## src/rtl/fpu_pkg.sv

```systemverilog
// Shared definitions for the FPU issue controller: FSM encoding,
// IEEE-754 single-precision field positions and status flag indices.
// Imported by fpu_issue_ctrl and fpu_flag_decode.
package fpu_pkg;

   typedef enum logic [1:0] {
      IDLE   = 2'd0,
      SETTLE = 2'd1,
      DONE   = 2'd2
   } state_t;

   localparam int SIGN_BIT = 31;
   localparam int EXP_MSB  = 30;
   localparam int EXP_LSB  = 23;
   localparam int MANT_W   = 23;
   localparam logic [7:0] EXP_ALL_ONES = 8'hFF;

   localparam int FLAGS_W   = 4;
   localparam int FLAG_NAN  = 3;
   localparam int FLAG_INF  = 2;
   localparam int FLAG_ZERO = 1;
   localparam int FLAG_SIGN = 0;

endpackage

```

## src/rtl/fpu_flag_decode.sv

```systemverilog
// Combinational IEEE-754 single-precision classifier: {nan, inf, zero, sign}.
// Zero latency; no handshake (pure function of its input).
// Denormals are reported as non-zero; only +/-0 sets the zero flag.
module fpu_flag_decode
   import fpu_pkg::*;
(
   input  logic [31:0]        value,
   output logic [FLAGS_W-1:0] flags
);

   logic [7:0]        exp_f;
   logic [MANT_W-1:0] mant_f;

   assign exp_f  = value[EXP_MSB:EXP_LSB];
   assign mant_f = value[MANT_W-1:0];

   assign flags[FLAG_NAN]  = (exp_f == EXP_ALL_ONES) && (mant_f != '0);
   assign flags[FLAG_INF]  = (exp_f == EXP_ALL_ONES) && (mant_f == '0);
   assign flags[FLAG_ZERO] = (exp_f == 8'h00) && (mant_f == '0);
   assign flags[FLAG_SIGN] = value[SIGN_BIT];

endmodule

```

## src/rtl/fpu_issue_ctrl.sv

```systemverilog
// Sequential front-end for a combinational FPU adder: registers operands,
// waits SETTLE_CYCLES (min 1) for the FPU path, captures the result.
// Latency: accept -> out_valid after SETTLE_CYCLES edges; result held under
// backpressure, new accept allowed in the release cycle. Macro FPU_FLAGS_EN
// adds a registered flags[3:0] = {nan, inf, zero, sign} output.
module fpu_issue_ctrl
   import fpu_pkg::*;
#(
   parameter int SETTLE_CYCLES = 1,
   parameter int CNT_W         = 16
)(
   input  logic              clk,
   input  logic              rst_n,
   input  logic              in_valid,
   output logic              in_ready,
   input  logic [31:0]       op_a,
   input  logic [31:0]       op_b,
   output logic [31:0]       fpu_a,
   output logic [31:0]       fpu_b,
   input  logic [31:0]       fpu_result,
   output logic              out_valid,
   input  logic              out_ready,
   output logic [31:0]       result,
`ifdef FPU_FLAGS_EN
   output logic [FLAGS_W-1:0] flags,
`endif
   output logic              busy,
   output logic [CNT_W-1:0]  ops_done
);

   // Settle time below one cycle is meaningless; clamp it.
   localparam int SETTLE_EFF = (SETTLE_CYCLES < 1) ? 1 : SETTLE_CYCLES;
   localparam int CW_RAW     = $clog2(SETTLE_EFF + 1);
   localparam int CW         = (CW_RAW < 1) ? 1 : CW_RAW;
   localparam logic [CW-1:0] RELOAD = CW'(SETTLE_EFF - 1);

   state_t        state;
   logic [CW-1:0] cnt;
   logic          accept;
   logic          rel;

`ifdef FPU_FLAGS_EN
   logic [FLAGS_W-1:0] flags_dec;

   fpu_flag_decode u_flag_decode (
      .value (fpu_result),
      .flags (flags_dec)
   );
`endif

   // Ready in IDLE, or in DONE when the held result leaves this same cycle.
   assign in_ready = (state == IDLE) || ((state == DONE) && out_ready);
   assign accept   = in_valid && in_ready;
   assign rel      = out_valid && out_ready;
   assign busy     = (state != IDLE);

   // Issue FSM: operand registers, settle counter, result capture, counter.
   always_ff @(posedge clk or negedge rst_n) begin
      if (!rst_n) begin
         state     <= IDLE;
         cnt       <= '0;
         fpu_a     <= '0;
         fpu_b     <= '0;
         result    <= '0;
         out_valid <= 1'b0;
         ops_done  <= '0;
`ifdef FPU_FLAGS_EN
         flags     <= '0;
`endif
      end else begin
         case (state)
            IDLE: begin
               if (accept) begin
                  fpu_a <= op_a;
                  fpu_b <= op_b;
                  cnt   <= RELOAD;
                  state <= SETTLE;
               end
            end
            SETTLE: begin
               if (cnt == '0) begin
                  result    <= fpu_result;
`ifdef FPU_FLAGS_EN
                  flags     <= flags_dec;
`endif
                  out_valid <= 1'b1;
                  state     <= DONE;
               end else begin
                  cnt <= cnt - 1'b1;
               end
            end
            DONE: begin
               if (rel) begin
                  out_valid <= 1'b0;
                  ops_done  <= ops_done + 1'b1;
                  if (accept) begin
                     fpu_a <= op_a;
                     fpu_b <= op_b;
                     cnt   <= RELOAD;
                     state <= SETTLE;
                  end else begin
                     state <= IDLE;
                  end
               end
            end
            default: begin
               out_valid <= 1'b0;
               state     <= IDLE;
            end
         endcase
      end
   end

endmodule

```

## config.mk

```make
export PLATFORM = sky130hd
export DESIGN_NAME = fpu_issue_ctrl
export DESIGN_NICKNAME = d
export VERILOG_FILES = /design/src/rtl/fpu_pkg.sv /design/src/rtl/fpu_flag_decode.sv /design/src/rtl/fpu_issue_ctrl.sv
export SDC_FILE = /design/constraint.sdc
export NUM_CORES = 1
export LEC_CHECK = 0
export CAP_MARGIN = 20
export CORE_MARGIN = 2
export CORE_UTILIZATION = 40
export CTS_CLUSTER_SIZE = 30
export DETAILED_ROUTE_END_ITERATION = 10
export PLACE_DENSITY = 0.76
export RECOVER_POWER = 25
export SETUP_SLACK_MARGIN = 0.1
export SLEW_MARGIN = 20
export SYNTH_ARGS = -nofsm -noshare
export SYNTH_HDL_FRONTEND = slang
export SYNTH_SLANG_ARGS = --single-unit
export TNS_END_PERCENT = 20
```

## constraint.sdc

```tcl
create_clock -name clk -period 1.9 [get_ports clk]
set_input_delay 0.38 -clock clk [delete_from_list [all_inputs] [get_ports clk]]
set_output_delay 0.38 -clock clk [all_outputs]
set_load 0.1 [all_outputs]
```

# Word-level counts from Yosys, hierarchy flattened
# Cells that the tools add are included.
# classes
addsub	2
n_eq_ne	5
mux	18
n_bitwise	2
reduce_logical	14
# ops
op	n
$mux 32	4
$pmux 32 s2	2
$add 16x1->16 const B	1
$reduce_and 2->1	4
$mux 1	6
$mux 2	3
$ne 2x2->1 const B	3
$pmux 1 s3	2
$pmux 2 s3	1
$reduce_and 3->1	2
$reduce_bool 2->1	2
$logic_and 1x1->1	3
$reduce_bool 3->1	1
$eq 2x1->1 const B	1
$eq 2x2->1 const B	1
$logic_not 2->1	1
$not 1->1	2
$logic_or 1x1->1	1
$sub 1x1->1 const B	1
# totals
regBits	116
in_bits	100
output_inout_bits	115
elab_cells	48

# Depth between registers and ports, before layout
# depth
ltp_word	7
ltp_mapped	5
depth_no_buf	5

# Worst setup path before layout
# OpenSTA, ideal clock, no wires.
# synth_path
path_type	reg2out
start	register state[1]
end	output port in_ready
arrival_ns	1.902
required_time_ns	1.520
path_slack_ns	-0.382
path_stages_with_launch	2
n_path_buf	0
path_cell_list	dfrtp_1 a21oi_1
# synth_between
elab_chain_len	3
elab_cells_between_ends	4
classes_between	eq/ne: 1; reduce/logical: 3
# synth_lines
element	line_no	rtl
from (decl)	fpu_issue_ctrl.sv:37	state_t state;
from (signal assigned)	fpu_issue_ctrl.sv:60	state <= IDLE;
from (signal assigned)	fpu_issue_ctrl.sv:77	state <= SETTLE;
from (signal assigned)	fpu_issue_ctrl.sv:87	state <= DONE;
$eq 2x2->1	fpu_issue_ctrl.sv:52	assign in_ready = (state == IDLE) || ((state == DONE) && out_ready);
$logic_and 1x1->1	fpu_issue_ctrl.sv:52	
$logic_or 1x1->1 *	fpu_issue_ctrl.sv:52	
to (decl)	fpu_issue_ctrl.sv:15	output logic in_ready,
# Every way passes the cells marked *; elsewhere a longest branch is shown, timed or not.

# Worst setup path in the final report
# layout_path
start	register state[1]
end	register fpu_a[23]
# layout_between
elab_chain_len	7
elab_cells_between_ends	11
classes_between	eq/ne: 2; mux: 3; reduce/logical: 6
# layout_lines
element	line_no	rtl
$eq 2x2->1	fpu_issue_ctrl.sv:52, fpu_issue_ctrl.sv:71	
$logic_and 1x1->1	fpu_issue_ctrl.sv:52	
$logic_or 1x1->1	fpu_issue_ctrl.sv:52	
$logic_and 1x1->1	fpu_issue_ctrl.sv:53	assign accept = in_valid && in_ready;
$mux 32 (2 in series)	n/a	
$pmux 32 s2	fpu_issue_ctrl.sv:71	case (state)
to (signal assigned)	fpu_issue_ctrl.sv:74	fpu_a <= op_a;
to (signal assigned)	fpu_issue_ctrl.sv:97	fpu_a <= op_a;
to (decl)	fpu_issue_ctrl.sv:18	output logic [31:0] fpu_a,
# Several ways; a longest one is shown, not always the timed one. The select of a mux whose other input is x is not followed.
# A chain may end at the register's enable or synchronous reset.

==> metrics.cfg <==
[finish]
fin_nets=629
num-fill-cells=746
register_area_um2=2910
diodes=0
syn_to_final_growth_pct=72.1
multiInputGateArea_um2=1480
drive_gt1_frac=0.506

[clocking]
cts.sinks=115
cts_tree=yes
cts_buffer_depth=2
cts_made_buffers=17
root_buffer=clkbuf_8
cts.htree.levels=4
clock_latency_ps=500
clk_pin_slew_ps=50

[drt]
route.vias.total=3225
ant_nets=0
first_pass_iters=4
wl_per_cell_um=16.2
drc_errors=0
totalWireLength_mm=11.0
drtIter0Drc=115
via_per_inst=4.74

[synthesis]
netlist_instances=278
ys_seq_elements=115
ys_seq_area_frac=0.653
synth_compound_area_frac=0.00738
synthAdderAreaFrac=0.00284
syn_nets=379
avgSynthCellArea_um2=15.8
synth_top_area_cell=dfrtp_1
synth_simple_gate_area_frac=0.0420
synth_mux_area_frac=0.245
synth_top_family_by_area=multiplexers
synth_top_cells_by_area=dfrtp_1 (65%), mux2_2 (20%), mux2_1 (4.6%)
yosysUniqueCellTypes=28
synth_top_area_frac=0.653
netlist_area_um2=4410
ys.warnings.count=0
synth_xor_xnor_area_share=0.0315

[sta]
max_freq_ghz=0.551
hold_slack_ps=397
finalCritPeriodShare=0.955
finalSetupViolCount=0
clock_skew_ps=10.6
tightest_slew_ps=693
rsz0062_at_grt=true
max-slew-margin-rel=0.538
hold_viol=0
fin_crit_ps=1810
report.final.slew_viol_count=0

[floorplanning]
die_h_um=109
die_area_um2=11900
die_x_um=109
core_area_um2=10800
start_util=0.408
rows=38
io_pins=215

[critical_path]
critPathTopFamily=buffers and inverters
critical_path_required_ps=2280
criticalPathCategory=reg -> reg
worst-path-max-fanout=9
cp-end-kind=flop
path_cells=buf_6, a21boi_2, nor3b_2, buf_6, clkbuf_16, mux2_2
crit_top_cell=buf_6
cpMaxStageDelayCell=dfrtp_2
critPathArrivalTime_ps=2190
worst_path_largest_cell_delay_ps=420
crit_buf_inv=3
cp-start-kind=flop

[grt]
grt_busiest_layer=met2
grtUsageTotal=0.184
grt_util_met1=0.214
grt_use_met3=0.0544
grt_pass1_wl_mm=16.4
antenna_found_initial=0
gr-usage-met2=0.315
grt_overflow=0
grt_max_degree=47
grt_pass1_vias=3275

[placement]
dpl.hpwl_mm=7.82
numPortBuffers=214
place.gp.congestion=0.723

[worst_hold_path]
hold_path_class=in -> reg

[flow_run]
maxCapViolations=0

[status]
status=finished, final reports clean

==> sequential cells by signal, summed over array words and instances, names as in the netlist <==
register   flops
fpu_a         32
fpu_b         32
result        32
ops_done      16
state          2
out_valid      1
==> placed cells by master, fill, tap and decap left out, types with 7 or more instances in the layout <==
cell	instances
mux2_1	17
clkbuf_16	19
mux2_2	77
dfrtp_1	98
buf_12	26
clkdlybuf4s50_1	97
buf_4	109
xnor2_1	9
dfrtp_2	11
nand2_1	9
clkbuf_8	7
==> area by class of cell <==
cell class,count,area share
flip-flops and latches,115,0.384
repair buffers,241,0.322
multi-input cells,149,0.195
clock buffers,28,0.0680
well taps,140,0.0231
clock inverters,4,0.00594
inverters,4,0.00198
==> synth_stat cells <==
master	instances
dfrtp_1	115
mux2_2	78
mux2_1	18
nand2_1	9
xnor2_1	9
nor2_1	7
buf_2	5
buf_4	5
xor2_1	5
inv_1	4
nand4_1	4
and4_1	2
nand3_1	2
a21boi_1	1
a21o_1	1
a21oi_1	1
and3_1	1
ha_1	1
nand4b_4	1
nor3_1	1
nor3b_1	1
o21a_1	1
o21ai_0	1
or2_1	1
or2_2	1
or3_1	1
or4_4	1
xnor2_2	1
==> worst register-to-register path, stage by stage, from the launching register on <==
cell       delay [ps]
dfrtp_2           420
buf_6             130
a21boi_2          160
nor3b_2           230
buf_6             230
clkbuf_16         190
mux2_2            340
==> final timing paths <==
path	depth (start not counted)	from	slack [ps]	to
hold reg to reg	1	fpu_b[21]$_DFFE_PN0P_	480	fpu_b[21]$_DFFE_PN0P_
hold / removal	3	out_ready	400	ops_done[0]$_DFFE_PN0P_
setup reg to reg	6	state[1]$_DFFE_PN0P_	90	fpu_a[23]$_DFFE_PN0P_
min in group asynchronous	2	rst_n	460	ops_done[15]$_DFFE_PN0P_
setup / recovery	6	state[1]$_DFFE_PN0P_	90	fpu_a[23]$_DFFE_PN0P_
max in group asynchronous	3	rst_n	280	fpu_a[24]$_DFFE_PN0P_
==> metal layers <==
metal,part of all wire,up-vias
met5,0,-
met4,0.015,0
met2,0.54,109
li1,-,1484
met1,0.39,1618
met3,0.056,14
==> cells by family after synthesis <==
kind of cell | after synthesis
xor gates and xnor gates | 15
AOI/OAI and AO/OA | 5
adders and majority gates | 1
muxes | 96
DFF | 115
and+or+nand+nor | 32
buffers and inverters | 14
==> stage by stage <==
| step | setup WS [ps] | util | setup TNS (ps) | instances | instance area [µm²] |
|---|---|---|---|---|---|
| after floorplan | 82.3 | - | 0 | 278 | 4450 |
| after global placement | -191 | 0.636 | -10240 | 636 | 6860 |
| after detailed placement | -257 | 0.636 | -13850 | 636 | 6860 |
| after CTS | 25.4 | 0.690 | 0 | 671 | 7450 |
| after global routing | 19.6 | 0.702 | 0 | 681 | 7580 |
| final | 86.4 | 0.702 | 0 | 681 | 7580 |
==> repair_timing <==
item,in CTS,in global routing
setup buffers,2,7
hold buffers,1,0
gates cloned,0,3
endpoints found under the setup margin,2,50
resized for setup,2,7
endpoints found under the hold margin,26,0
Power is left out: the tool's default activity adds up to more than one toggle a clock period on the data nets, which glitch-free logic cannot reach.
==> patch 1, RTL diff (config.mk and constraints unchanged) <==
The option `FPU_FLAGS_EN` is turned on by a define.
--- a/src/rtl/fpu_issue_ctrl.sv
+++ b/src/rtl/fpu_issue_ctrl.sv
@@ -3,6 +3,8 @@
 // Latency: accept -> out_valid after SETTLE_CYCLES edges; result held under
 // backpressure, new accept allowed in the release cycle. Macro FPU_FLAGS_EN
 // adds a registered flags[3:0] = {nan, inf, zero, sign} output.
+`define FPU_FLAGS_EN
+
 module fpu_issue_ctrl
    import fpu_pkg::*;
 #(
Check against the original RTL (old outputs only; new: flags): equivalent (equiv_simple and equiv_induct, registers matched by name and starting in step).
==> patch 1 against the original RTL <==
First-iteration DRC count up 5.2%. Global-route usage rose by 0.70 points. Area after synthesis rose by 4.5%. Design area up 0.23%. Setup slack gained 0.035 ns. Critical path depth decreased by 2. Routed wire length rose by 1.5%. Sequential cell count increased by 3. Final cell count grew 1.2%. Synthesized cell count is 7.6% higher. Critical endpoint is now in_ready. Highest routed layer unchanged.
Power is not shown: default switching activity piles up to over one toggle a cycle in this logic, so the estimate is an artifact.
==> patch 1: results (changes against the original RTL) <==
- Reg2reg end: fpu_a[17] (was fpu_a[23])
- Min Hold Slack: 0.504 ns (was 0.397 ns)
- Total track usage: 19.1% (was 18.4%)
- Share of cells above drive strength 1: 47.6% (was 50.6%)
- CTS clock-pin slew for the worst setup and hold paths: 0.05 ns (about the same)
- H-tree lvl count: 4 (unchanged)
- Worst r2r path cells: 4 (was 6)
- Internal reg-to-reg setup slack: 0.29 ns (was 0.09 ns)
- Crit path max fanout: 3 (was 9)
- FF-to-FF Start: state[0] (was state[1])
- Cells after Synth: 299 (was 278)
- Min-delay worst type: reg -> reg (was in -> reg)
- First-pass GRT wire length: 18.9 mm (was 16.4 mm)
- HPWL after DPL: 8.13 mm (was 7.82 mm)
- Total Nets Final: 636 (was 629)
- GPL Wtd Cong: 0.740 (was 0.723)
- CTS Buf Count: 17 (unchanged)
- Top post-synthesis cells by count: dfrtp_1, mux2_2, xnor2_1 (was dfrtp_1, mux2_2, mux2_1)
- Count of cell types in the netlist: 28 (unchanged)
- Diode count: 0 (unchanged)
- Syn_nets: 400 (was 379)
- Number of port buffers: 218 (was 214)
- Synth area leaders: dfrtp_1, mux2_2, xnor2_1 (was dfrtp_1, mux2_2, mux2_1)
- Largest net degree at the start of global routing: 51 (was 47)
- Async SR Flop Fraction: 100% (unchanged)
- Hold EP: fpu_a[9] (was ops_done[0])
- Status: finished clean (unchanged)
- Seq/Total Area, Yosys: 64.1% (was 65.3%)
- Slew margin rel.: 50.2% (was 53.8%)
- Clk_lat worst skew: 0.40 ns (was 0.50 ns)
- Pre-CTS WS: -0.116 ns (was -0.257 ns)
- Hold Path Depth: 1 (was 3)
- Number of global-route vias before repair: 3744 (was 3275)
- Worst Skew: 0.00870 ns (was 0.0106 ns)
- Placed cell count: 656 (was 636)
- DP Area: 7030 um2 (was 6860 um2)
- Hold Startpoint: fpu_a[9] (was out_ready)
- Crit path DAT: 1.40 ns (was 2.19 ns)
- Biggest regs: fpu_a (32), fpu_b (32), result (31) (was fpu_a (32), fpu_b (32), result (32))
- Vias: 3331 (was 3225)
- Initial DRC Count: 121 (was 115)
- Antenna violations before repair: 0 (unchanged)
- Final Non-Filler Cells: 689 (was 681)
- Routed Wire Length: 11.2 mm (was 11.0 mm)
- GR Overflow Total: 0 (unchanged)
- Root buffer cell: clkbuf_16 (was clkbuf_8)
- DR pass1 iterations: 4 (unchanged)
[patch 1: worst max-delay path by stage]
stage,start,to,slack (ns)
2_1_floorplan,ops_done[0],ops_done[8],-0.18
3_3_place_gp,out_ready,ops_done[15],-0.09
3_5_place_dp,out_ready,fpu_a[16],-0.12
4_1_cts,state[1],busy,0.11
5_1_grt,out_ready,in_ready,0.08
6_report,out_ready,in_ready,0.12
[patch 1: logic make-up after synthesis]
| kind of cell | count (synthesis) | synth area share (%) |
|---|---|---|
| AO/OA/AOI/OAI | 7 | 0.952 |
| AND/OR/NAND/NOR | 45 | 6.09 |
| adder cells (fa/ha/maj) | 1 | 0.272 |
| buffers and inverters | 16 | 1.96 |
| flip-flops | 118 | 64.1 |
| multiplexers | 97 | 23.7 |
| XOR/XNOR | 15 | 2.85 |
[patch 1: area by class of cell]
cell class,instances,area [um2]
Inverter,4,15.0
Clock inverter,4,45.0
Timing Repair Buffer,229,2330
Fill cell,824,3720
Clock buffer,26,499
Tap cell,143,179
Sequential cell,118,2960
Multi-Input combinational cell,165,1580
[patch 1: per-stage QoR]
step / setup TNS (ns) / utilization (%)
6_report: 0 / 67.1
5_1_grt: 0 / 67.1
4_1_cts: 0 / 67.0
3_5_place_dp: -6.81 / 62.1
3_3_place_gp: -5.59 / 62.1
2_1_floorplan: -1.12 / -
[patch 1: worst max-delay path: stages]
cell           delay, ns
dlygate4sd3_1       0.58
inv_1               0.06
a21oi_2             0.18
buf_12              0.19
[patch 1: what timing repair did]
item                                    4_1_cts  5_1_grt
setup buffers                                 0        2
hold endpoints to repair                     25        0
endpoints found under the setup margin        1        1
resized for setup                             1        0
hold buffers                                  1        0
[patch 1: layer usage]
metal / wire length [um] / part of all wire, % / vias to the layer above / global-route usage, %
met1: 4420 / 39 / 1644 / 22.1
met5: 0 / 0 / - / 0
met3: 956 / 8.5 / 13 / 8.47
met4: 129 / 1.2 / 0 / 5.68
li1: - / - / 1537 / -
met2: 5690 / 51 / 137 / 32.2
==> patch 2, RTL diff (same flow settings) <==
Without the edit above. Re-encode `state_t` (3 states) as one-hot, 3 bits wide.
--- a/src/rtl/fpu_pkg.sv
+++ b/src/rtl/fpu_pkg.sv
@@ -3,10 +3,10 @@
 // Imported by fpu_issue_ctrl and fpu_flag_decode.
 package fpu_pkg;
 
-   typedef enum logic [1:0] {
-      IDLE   = 2'd0,
-      SETTLE = 2'd1,
-      DONE   = 2'd2
+   typedef enum logic [2:0] {
+      IDLE   = 3'b001,
+      SETTLE = 3'b010,
+      DONE   = 3'b100
    } state_t;
 
    localparam int SIGN_BIT = 31;
Formal check against the unedited RTL: same outputs for any inputs over 4 cycles, from zero or initial values and one cycle with rst_n low; so few cycles prove little.
==> patch 2 against the original RTL <==
Utilization down 2.0 points. Critical path type is now reg -> out. Maximum frequency down 1.4%. Area after synthesis up 4.2%. Routed wire length up 4.0%. Critical path depth down 3. Critical endpoint is now in_ready. Sequential cell count up 1. Design area up 1.8%. Setup slack worse by 0.026 ns. Non-clock buffer count down 6. Via count up 2.0%. Clock skew down 0.0045 ns.
Power is left out: the tool's default activity adds up to more than one toggle a clock period on the data nets, which glitch-free logic cannot reach.
==> patch 2: results (changes against the original RTL) <==
- Status: finished clean (unchanged)
- CTS Buf Count: 17 (unchanged)
- Async SR Flop Fraction: 100% (unchanged)
- Total track usage: 18.8% (was 18.4%)
- Synth area leaders: dfrtp_1, mux2_1, mux2_2 (was dfrtp_1, mux2_2, mux2_1)
- Actual slew at the worst max-slew pin: 0.687 ns (was 0.693 ns)
- Crit path DAT: 1.46 ns (was 2.19 ns)
- FILL cells: 819 (was 746)
- H-tree lvl count: 4 (unchanged)
- Root buffer cell: clkbuf_16 (was clkbuf_8)
- Initial DRC Count: 125 (was 115)
- Vias: 3291 (was 3225)
- Worst Skew: 0.00611 ns (was 0.0106 ns)
- Total Nets Final: 630 (was 629)
- Diode count: 0 (unchanged)
- Clk_lat worst skew: 0.39 ns (was 0.50 ns)
- Final setup fails: 0 (unchanged)
- HPWL after DPL: 8.08 mm (was 7.82 mm)
- CTS clock-pin slew for the worst setup and hold paths: 0.05 ns (about the same)
- Syn_nets: 387 (was 379)
- First-pass GRT wire length: 18.3 mm (was 16.4 mm)
- Synth warn: 0 (unchanged)
- Number of port buffers: 214 (unchanged)
- Ys flop type: dfrtp_1 (unchanged)
- Drt wl/cell: 16.8 um (was 16.2 um)
- Clk buf depth: 2 (unchanged)
- Pre-CTS WS: -0.333 ns (was -0.257 ns)
- Crit path max fanout: 5 (was 9)
- Count of cell types in the netlist: 33 (was 28)
- Biggest regs: fpu_a (32), fpu_b (32), result (32) (unchanged)
- Share of cells above drive strength 1: 44.1% (was 50.6%)
- Top post-synthesis cells by count: dfrtp_1, mux2_1, mux2_2 (was dfrtp_1, mux2_2, mux2_1)
- Number of global-route vias before repair: 3585 (was 3275)
- Largest net degree at the start of global routing: 50 (was 47)
- Seq/Total Area, Yosys: 63.2% (was 65.3%)
- GPL Wtd Cong: 0.768 (was 0.723)
- Antenna violations before repair: 0 (unchanged)
- Min-delay worst type: in -> async (was in -> reg)
- DR pass1 iterations: 4 (unchanged)
-- patch 2: worst paths after layout --
kind | from | end | slack, ns | depth (start not counted)
min in group clk | fpu_a[23] | fpu_a[23] | 0.49 | 1
worst min-delay path | rst_n | result[12] | 0.41 | 2
worst max register to register | state[0] | fpu_a[21] | 0.13 | 5
worst max-delay path | state[0] | in_ready | 0.06 | 3
worst min register to register | fpu_a[23] | fpu_a[23] | 0.49 | 1
max in group asynchronous | rst_n | out_valid | 0.42 | 3
-- patch 2: through the flow --
stage	cell area (um2)	util (%)	hold slack, ns	std cells	setup TNS [ns]
after global routing	7720	68.2	0.435	683	-0.00522
after global placement	6960	61.5	0.293	643	-16.02
after floorplan	4610	-	0.0844	286	-0.125
after CTS	7590	67.0	0.416	678	0
after detailed placement	6960	61.5	0.298	643	-18.82
final	7720	68.2	0.412	683	0
-- patch 2: layout make-up --
type | instances | area, um2 | share of cell area, %
Sequential cell | 116 | 2910 | 37.7
Timing Repair Buffer | 235 | 2410 | 31.2
Multi-Input combinational cell | 157 | 1640 | 21.2
Clock buffer | 25 | 495 | 6.42
Tap cell | 143 | 179 | 2.32
Clock inverter | 5 | 75.1 | 0.972
Inverter | 2 | 7.51 | 0.0972
-- patch 2: what timing repair did --
item                                   in CTS  in global routing
buffers inserted                            4                  3
endpoints found under the hold margin      20                  0
hold buffers                                1                  0
gates cloned                                0                  2
pin swaps                                   0                  1
resized for setup                           5                 23
setup endpoints to repair                  66                 66
-- patch 2: kinds of logic after synthesis --
kind of cell / count (synthesis) / synth area share [%]
DFF: 116 / 63.2
AOI/OAI and AO/OA: 6 / 0.926
buffers and inverters: 13 / 3.30
muxes: 98 / 24.0
and+or+nand+nor: 37 / 5.37
xor gates and xnor gates: 15 / 2.86
adders and majority gates: 1 / 0.272
-- patch 2: per-layer routing --
layer | vias up | global-route usage (%) | wire [um]
met4 | 0 | 8.31 | 253
met3 | 19 | 6.72 | 761
met5 | - | 0 | 0
li1 | 1504 | - | -
met2 | 134 | 32.0 | 5970
met1 | 1634 | 21.3 | 4480
-- patch 2: worst max-delay path: stages, from the launching register on --
cell and delay [ns]:
dfstp_2 0.59, nand2b_4 0.10, a21oi_4 0.18, buf_12 0.19
